===== config.mk =====
export PLATFORM = sky130hd
export DESIGN_NAME = branch_resolve_bht
export DESIGN_NICKNAME = d
export VERILOG_FILES = /design/src/rtl/branch_resolve_bht.sv
export SDC_FILE = /design/constraint.sdc
export NUM_CORES = 1
export LEC_CHECK = 0
export BUFFER_PORTS_ARGS = -buffer_cell sky130_fd_sc_hd__buf_4
export CAP_MARGIN = 20
export CORE_MARGIN = 2
export CORE_UTILIZATION = 62
export DETAILED_ROUTE_END_ITERATION = 10
export PLACE_DENSITY = 0.9
export SKIP_LAST_GASP = 1
export SLEW_MARGIN = 20
export SYNTH_ARGS = -nofsm -noshare
export SYNTH_HDL_FRONTEND = slang
export SYNTH_SLANG_ARGS = --single-unit

===== constraint.sdc =====
create_clock -name clk -period 17.45 [get_ports clk]
set_input_delay 3.49 -clock clk [delete_from_list [all_inputs] [get_ports clk]]
set_output_delay 3.49 -clock clk [all_outputs]
set_load 0.01 [all_outputs]

===== src/rtl/branch_resolve_bht.sv =====
// Branch resolution at ID/EX with a 2-bit branch history table.
// Registers the redirect on mispredict, trains the BHT, and keeps saturating perf counters.
module branch_resolve_bht #(
    parameter int unsigned ADDR_W     = 32,
    parameter int unsigned BHT_DEPTH  = 64,
    parameter int unsigned IDX_W      = 6,
    parameter logic [1:0]  CNT_INIT   = 2'b01,
    parameter int unsigned DELAY_SLOT = 1,
    parameter int unsigned PERF_W     = 32
) (
    input  logic              clk,
    input  logic              rst,
    input  logic [ADDR_W-1:0] if_pc,
    output logic              if_pred_taken,
    input  logic              res_valid,
    input  logic [3:0]        res_type,
    input  logic [ADDR_W-1:0] res_pc,
    input  logic [ADDR_W-1:0] res_imme,
    input  logic [ADDR_W-1:0] rdata_a,
    input  logic [ADDR_W-1:0] rdata_b,
    input  logic              res_pred_taken,
    input  logic [ADDR_W-1:0] res_pred_target,
    input  logic              stall,
    input  logic              flush,
    output logic              redirect_valid,
    output logic [ADDR_W-1:0] redirect_pc,
    output logic              actual_taken,
    output logic [PERF_W-1:0] branch_cnt,
    output logic [PERF_W-1:0] mispred_cnt
);

    localparam logic [3:0] T_BEQ  = 4'd1;
    localparam logic [3:0] T_BNE  = 4'd2;
    localparam logic [3:0] T_BGTZ = 4'd3;
    localparam logic [3:0] T_BLEZ = 4'd4;
    localparam logic [3:0] T_BLTZ = 4'd5;
    localparam logic [3:0] T_BGEZ = 4'd6;
    localparam logic [3:0] T_J    = 4'd7;
    localparam logic [3:0] T_JR   = 4'd8;
    localparam int unsigned FALL_OFS = (DELAY_SLOT != 0) ? 8 : 4;

    logic [1:0]        bht_q [BHT_DEPTH];
    logic              redirect_valid_q, redirect_valid_d;
    logic [ADDR_W-1:0] redirect_pc_q, redirect_pc_d;
    logic              actual_taken_q, actual_taken_d;
    logic [PERF_W-1:0] branch_cnt_q, branch_cnt_d;
    logic [PERF_W-1:0] mispred_cnt_q, mispred_cnt_d;

    logic [ADDR_W-1:0] pc4, br_tgt, j_tgt, fall, target;
    logic              a_zero, a_neg, taken, is_cond, is_branch, accept, mispredict;
    logic [IDX_W-1:0]  res_idx, if_idx;
    logic [1:0]        cnt_cur, cnt_nxt;
    logic              bht_we;
    logic              unused_bits;

    assign if_idx        = if_pc[IDX_W+1:2];
    assign res_idx       = res_pc[IDX_W+1:2];
    assign if_pred_taken = bht_q[if_idx][1];
    assign unused_bits   = ^{if_pc[1:0], if_pc[ADDR_W-1:IDX_W+2], res_imme[ADDR_W-1:26]};

    // Resolve direction and target of the presented instruction.
    always_comb begin
        pc4        = res_pc + ADDR_W'(4);
        br_tgt     = pc4 + {{(ADDR_W-18){res_imme[15]}}, res_imme[15:0], 2'b00};
        j_tgt      = {pc4[ADDR_W-1:28], res_imme[25:0], 2'b00};
        fall       = res_pc + ADDR_W'(FALL_OFS);
        a_zero     = (rdata_a == '0);
        a_neg      = rdata_a[ADDR_W-1];
        taken      = 1'b0;
        is_cond    = 1'b0;
        is_branch  = 1'b1;
        target     = br_tgt;
        case (res_type)
            T_BEQ:  begin is_cond = 1'b1; taken = (rdata_a == rdata_b); end
            T_BNE:  begin is_cond = 1'b1; taken = (rdata_a != rdata_b); end
            T_BGTZ: begin is_cond = 1'b1; taken = !a_neg && !a_zero; end
            T_BLEZ: begin is_cond = 1'b1; taken = a_neg || a_zero; end
            T_BLTZ: begin is_cond = 1'b1; taken = a_neg; end
            T_BGEZ: begin is_cond = 1'b1; taken = !a_neg; end
            T_J:    begin taken = 1'b1; target = j_tgt; end
            T_JR:   begin taken = 1'b1; target = rdata_a; end
            default: is_branch = 1'b0;
        endcase
        accept     = res_valid && !stall && !flush && is_branch;
        mispredict = (taken != res_pred_taken) || (taken && (res_pred_target != target));
    end

    // Counter training and next-state for the registered outputs.
    always_comb begin
        cnt_cur          = bht_q[res_idx];
        cnt_nxt          = cnt_cur;
        bht_we           = accept && is_cond;
        redirect_valid_d = redirect_valid_q;
        redirect_pc_d    = redirect_pc_q;
        actual_taken_d   = actual_taken_q;
        branch_cnt_d     = branch_cnt_q;
        mispred_cnt_d    = mispred_cnt_q;
        if (taken) begin
            if (cnt_cur != 2'b11) cnt_nxt = cnt_cur + 2'd1;
        end else begin
            if (cnt_cur != 2'b00) cnt_nxt = cnt_cur - 2'd1;
        end
        if (!stall) begin
            redirect_valid_d = 1'b0;
            if (accept) begin
                redirect_valid_d = mispredict;
                redirect_pc_d    = taken ? target : fall;
                actual_taken_d   = taken;
                if (!(&branch_cnt_q)) branch_cnt_d = branch_cnt_q + PERF_W'(1);
                if (mispredict && !(&mispred_cnt_q)) mispred_cnt_d = mispred_cnt_q + PERF_W'(1);
            end
        end
    end

    always_ff @(posedge clk) begin
        if (rst) begin
            redirect_valid_q <= 1'b0;
            redirect_pc_q    <= '0;
            actual_taken_q   <= 1'b0;
            branch_cnt_q     <= '0;
            mispred_cnt_q    <= '0;
            for (int i = 0; i < int'(BHT_DEPTH); i++) bht_q[i] <= CNT_INIT;
        end else begin
            redirect_valid_q <= redirect_valid_d;
            redirect_pc_q    <= redirect_pc_d;
            actual_taken_q   <= actual_taken_d;
            branch_cnt_q     <= branch_cnt_d;
            mispred_cnt_q    <= mispred_cnt_d;
            if (bht_we) bht_q[res_idx] <= cnt_nxt;
        end
    end

    assign redirect_valid = redirect_valid_q;
    assign redirect_pc    = redirect_pc_q;
    assign actual_taken   = actual_taken_q;
    assign branch_cnt     = branch_cnt_q;
    assign mispred_cnt    = mispred_cnt_q;

endmodule


==> summary.txt <==
Least-Margin Pin Slew: 0.993 ns
Vias: 15800
achievable frequency: 0.0987 GHz
first-pass GRT wire length: 83.9 mm
HPWL Detailed: 39.2 mm
Final Hold Fails: 0
R2R Setup Slk: 13.88 ns
critical path peak fanout: 59
Distinct cells, synth: 84
mapped cell area: 16000 µm²
IO Pins: 301
placed inst area: 18000 µm²
Most common cell on crit path: nor2_1
Most used DFF post-synth: edfxtp_1
clock sink count: 226
Post-synth EDFFs: 128
Hold Path Class: register to register
Critical Path Max Stage Delay: 0.83 ns
overall routing resource usage: 40.6%
PortBufs: 268
Setup TNS Final: 0 ns
hold slack: 0.459 ns
Worst Path Required: 17.86 ns
number of global-route vias before repair: 14900
GRT overflow: 0
nets@finish: 2164
Iter 0 DRT Violations: 2124
Post-CTS Hold Fix Bufs: 0
Die Height: 165 µm
worst vdd ir: 0.0745 mV
Max-slew headroom: 33.2%
critical path type: input pin to register
CTS root buf: clkbuf_16
Chip Width: 165 µm
power consumption: 1.45 mW
largest net degree at the start of global routing: 72
crit-path cells: buf_4, ha_1, nand2_1, nor2_1, nand3_1, nor2_1, nand4_1, nor2_1, xor2_1, ha_1, a21oi_1, o21ai_0, a221oi_1, nor3_1, o21ai_0, nor4bb_1, xnor2_1, a2111o_1, nor4_4, buf_4, nor4_1, mux2_4
CTS buffer count: 24
die area: 27200 µm²
CTS resizes: 0
fin area: 18900 µm²
Syn Area/Cell: 9.12 µm²
antenna-violating nets left: 0
syn_nets: 2002
initial antenna violation count: 4
Finish-stage setup viols: 0
slowest stage cell, crit path: nor4bb_1
placer congestion estimate: 1.01
Pre-Repair DR Iteration Count: 6
register area share after synthesis: 36.2%
LEAKAGE: 6.83 nW
Clock Latency Late Sink: 0.54 ns
synthesized instance count: 1758
routed len/inst: 24.7 µm
Core Rows: 58
number of synthesized register bits: 226
share of cells above drive strength 1: 22.1%
routed wire length: 56.1 mm
Initial Utilization: 63.3%
Worst Setup End Kind: register
Post-CTS Setup Bufs: 0
core area: 25300 µm²
Worst-path clk slew: 0.06 ns
DRC: 0
CTS tree: built
fin crit share: 58.0%
pwr dens: 77.0 nW/µm²
# Max-Cap Violations: 0
RSZ-0062 raised after global routing: false
htree depth: 1
Ys Warns: 0
CTS max path bufs: 3
Via density: 6.96
status: completed
min Tclk post-route: 10.13 ns
Async SR Flop Fraction: 0%
Worst Path Arrival: 10.54 ns
final clock skew: 0.0274 ns
Slew Viols, Final: 0
Worst setup SP type: input pin
Syn-to-layout area delta: 17.7%
[cell type report]
type,count,area [µm²]
Inverter,18,67.6
Antenna cell,2,5.00
Multi-Input combinational cell,1369,9610
Clock buffer,30,653
Tap cell,330,413
Clock inverter,14,198
Fill cell,1771,6440
Timing Repair Buffer,281,2130
Sequential cell,226,5810
[logic make-up after synthesis]
family                   after synthesis  share of synthesized area, %
AND/OR/NAND/NOR                      729                          23.1
AO/OA/AOI/OAI                        352                          14.6
flip-flops                           226                          36.2
buffers and inverters                163                          4.16
XOR/XNOR                             156                          8.60
multiplexers                          88                          9.83
adder cells (fa/ha/maj)               44                          3.45
[layout by cell type (no fill, tap or decap), types with 24 or more instances in the layout]
| cell | instances |
|---|---|
| a21o_1 | 28 |
| a21oi_1 | 103 |
| buf_4 | 279 |
| clkbuf_16 | 24 |
| dfxtp_1 | 98 |
| edfxtp_1 | 128 |
| ha_1 | 41 |
| mux2i_1 | 30 |
| mux4_2 | 54 |
| nand2_1 | 154 |
| nand3_1 | 76 |
| nand4_1 | 68 |
| nor2_1 | 160 |
| nor3_1 | 91 |
| nor4_1 | 25 |
| o21ai_0 | 43 |
| o21bai_1 | 30 |
| o31ai_1 | 28 |
| or4_1 | 28 |
| xnor2_1 | 57 |
| xor2_1 | 98 |
[flip-flops by register name, summed over array words and instances (netlist names)]
| register | count |
|---|---|
| redirect_valid | 1 |
| mispred_cnt | 32 |
| bht_q | 128 |
| branch_cnt | 32 |
| actual_taken | 1 |
| redirect_pc | 32 |
[through the flow]
| stage | std cells | setup WS (ns) | utilization (%) |
|---|---|---|---|
| after floorplan | 1758 | 8.03 | - |
| after global placement | 2222 | 7.14 | 71.0 |
| after detailed placement | 2223 | 7.04 | 71.1 |
| after CTS | 2267 | 7.53 | 74.4 |
| after global routing | 2268 | 7.07 | 74.5 |
| final | 2270 | 7.32 | 74.6 |
[critical path: cells and delay by family]
kind                     cells  cell delay [ns]
multiplexers                 1             0.32
adder cells (fa/ha/maj)      2             0.99
AND/OR/NAND/NOR             10             2.76
AO/OA/AOI/OAI                5             1.42
XOR/XNOR                     2             0.48
buffers and inverters        2             1.00
[final timing paths]
check             cells after the start                           end                         start
setup / recovery                     22   mispred_cnt[6]$_SDFFE_PP0P_                     res_pc[3]
hold / removal                        2  redirect_pc[14]$_SDFFE_PP0P_  redirect_pc[14]$_SDFFE_PP0P_
setup reg to reg                      7    bht_q[10][1]$_SDFFCE_PN0P_    bht_q[63][1]$_SDFFCE_PN0P_
hold reg to reg                       2  redirect_pc[14]$_SDFFE_PP0P_  redirect_pc[14]$_SDFFE_PP0P_
[synth_stat cells, drive strengths merged (5+ instances only)]
master   number  area (µm²)
nor2        162         613
nand2       155         584
edfxtp      128        3840
clkbuf      106         398
a21oi       104         521
dfxtp        98        1960
xor2         98         858
nor3         92         460
nand3        76         380
nand4        69         438
xnor2        57         499
mux4         54        1220
o21ai        46         234
ha           41         513
buf          39         201
o21bai       31         233
mux2i        30         300
a21o         28         210
o31ai        28         210
or4          28         210
nor4         26         178
or2          22         138
a22oi        21         158
and3         21         131
inv          18        67.6
and2         17         106
a211oi       16         120
or3          16         105
nand2b        9        56.3
nor2b         8        50.1
o22ai         8        50.1
o211ai        7        52.6
a31oi         6        37.5
nand3b        6        45.0
o21a          6        45.0
a221oi        5        67.6
a22o          5        43.8
and4          5        43.8
nor3b         5        37.5
o2111ai       5        43.8
[layer usage]
layer,GRT usage [%],part of all wire [%],vias to the layer above
met2,63.5,44,1254
met1,50.1,35,7379
met4,22.2,6.5,2
met5,0,0.020,-
met3,12.8,15,261
li1,-,-,6896
[power breakdown]
| part | internal, mW | total (mW) | leakage [nW] | switching (mW) |
|---|---|---|---|---|
| sequential | 0.570 | 0.576 | 1.94 | 0.00599 |
| combinational | 0.122 | 0.322 | 4.48 | 0.200 |
| clock | 0.328 | 0.556 | 0.414 | 0.227 |
| total | 1.02 | 1.45 | 6.83 | 0.434 |
Power figures use the tool's default switching activity.
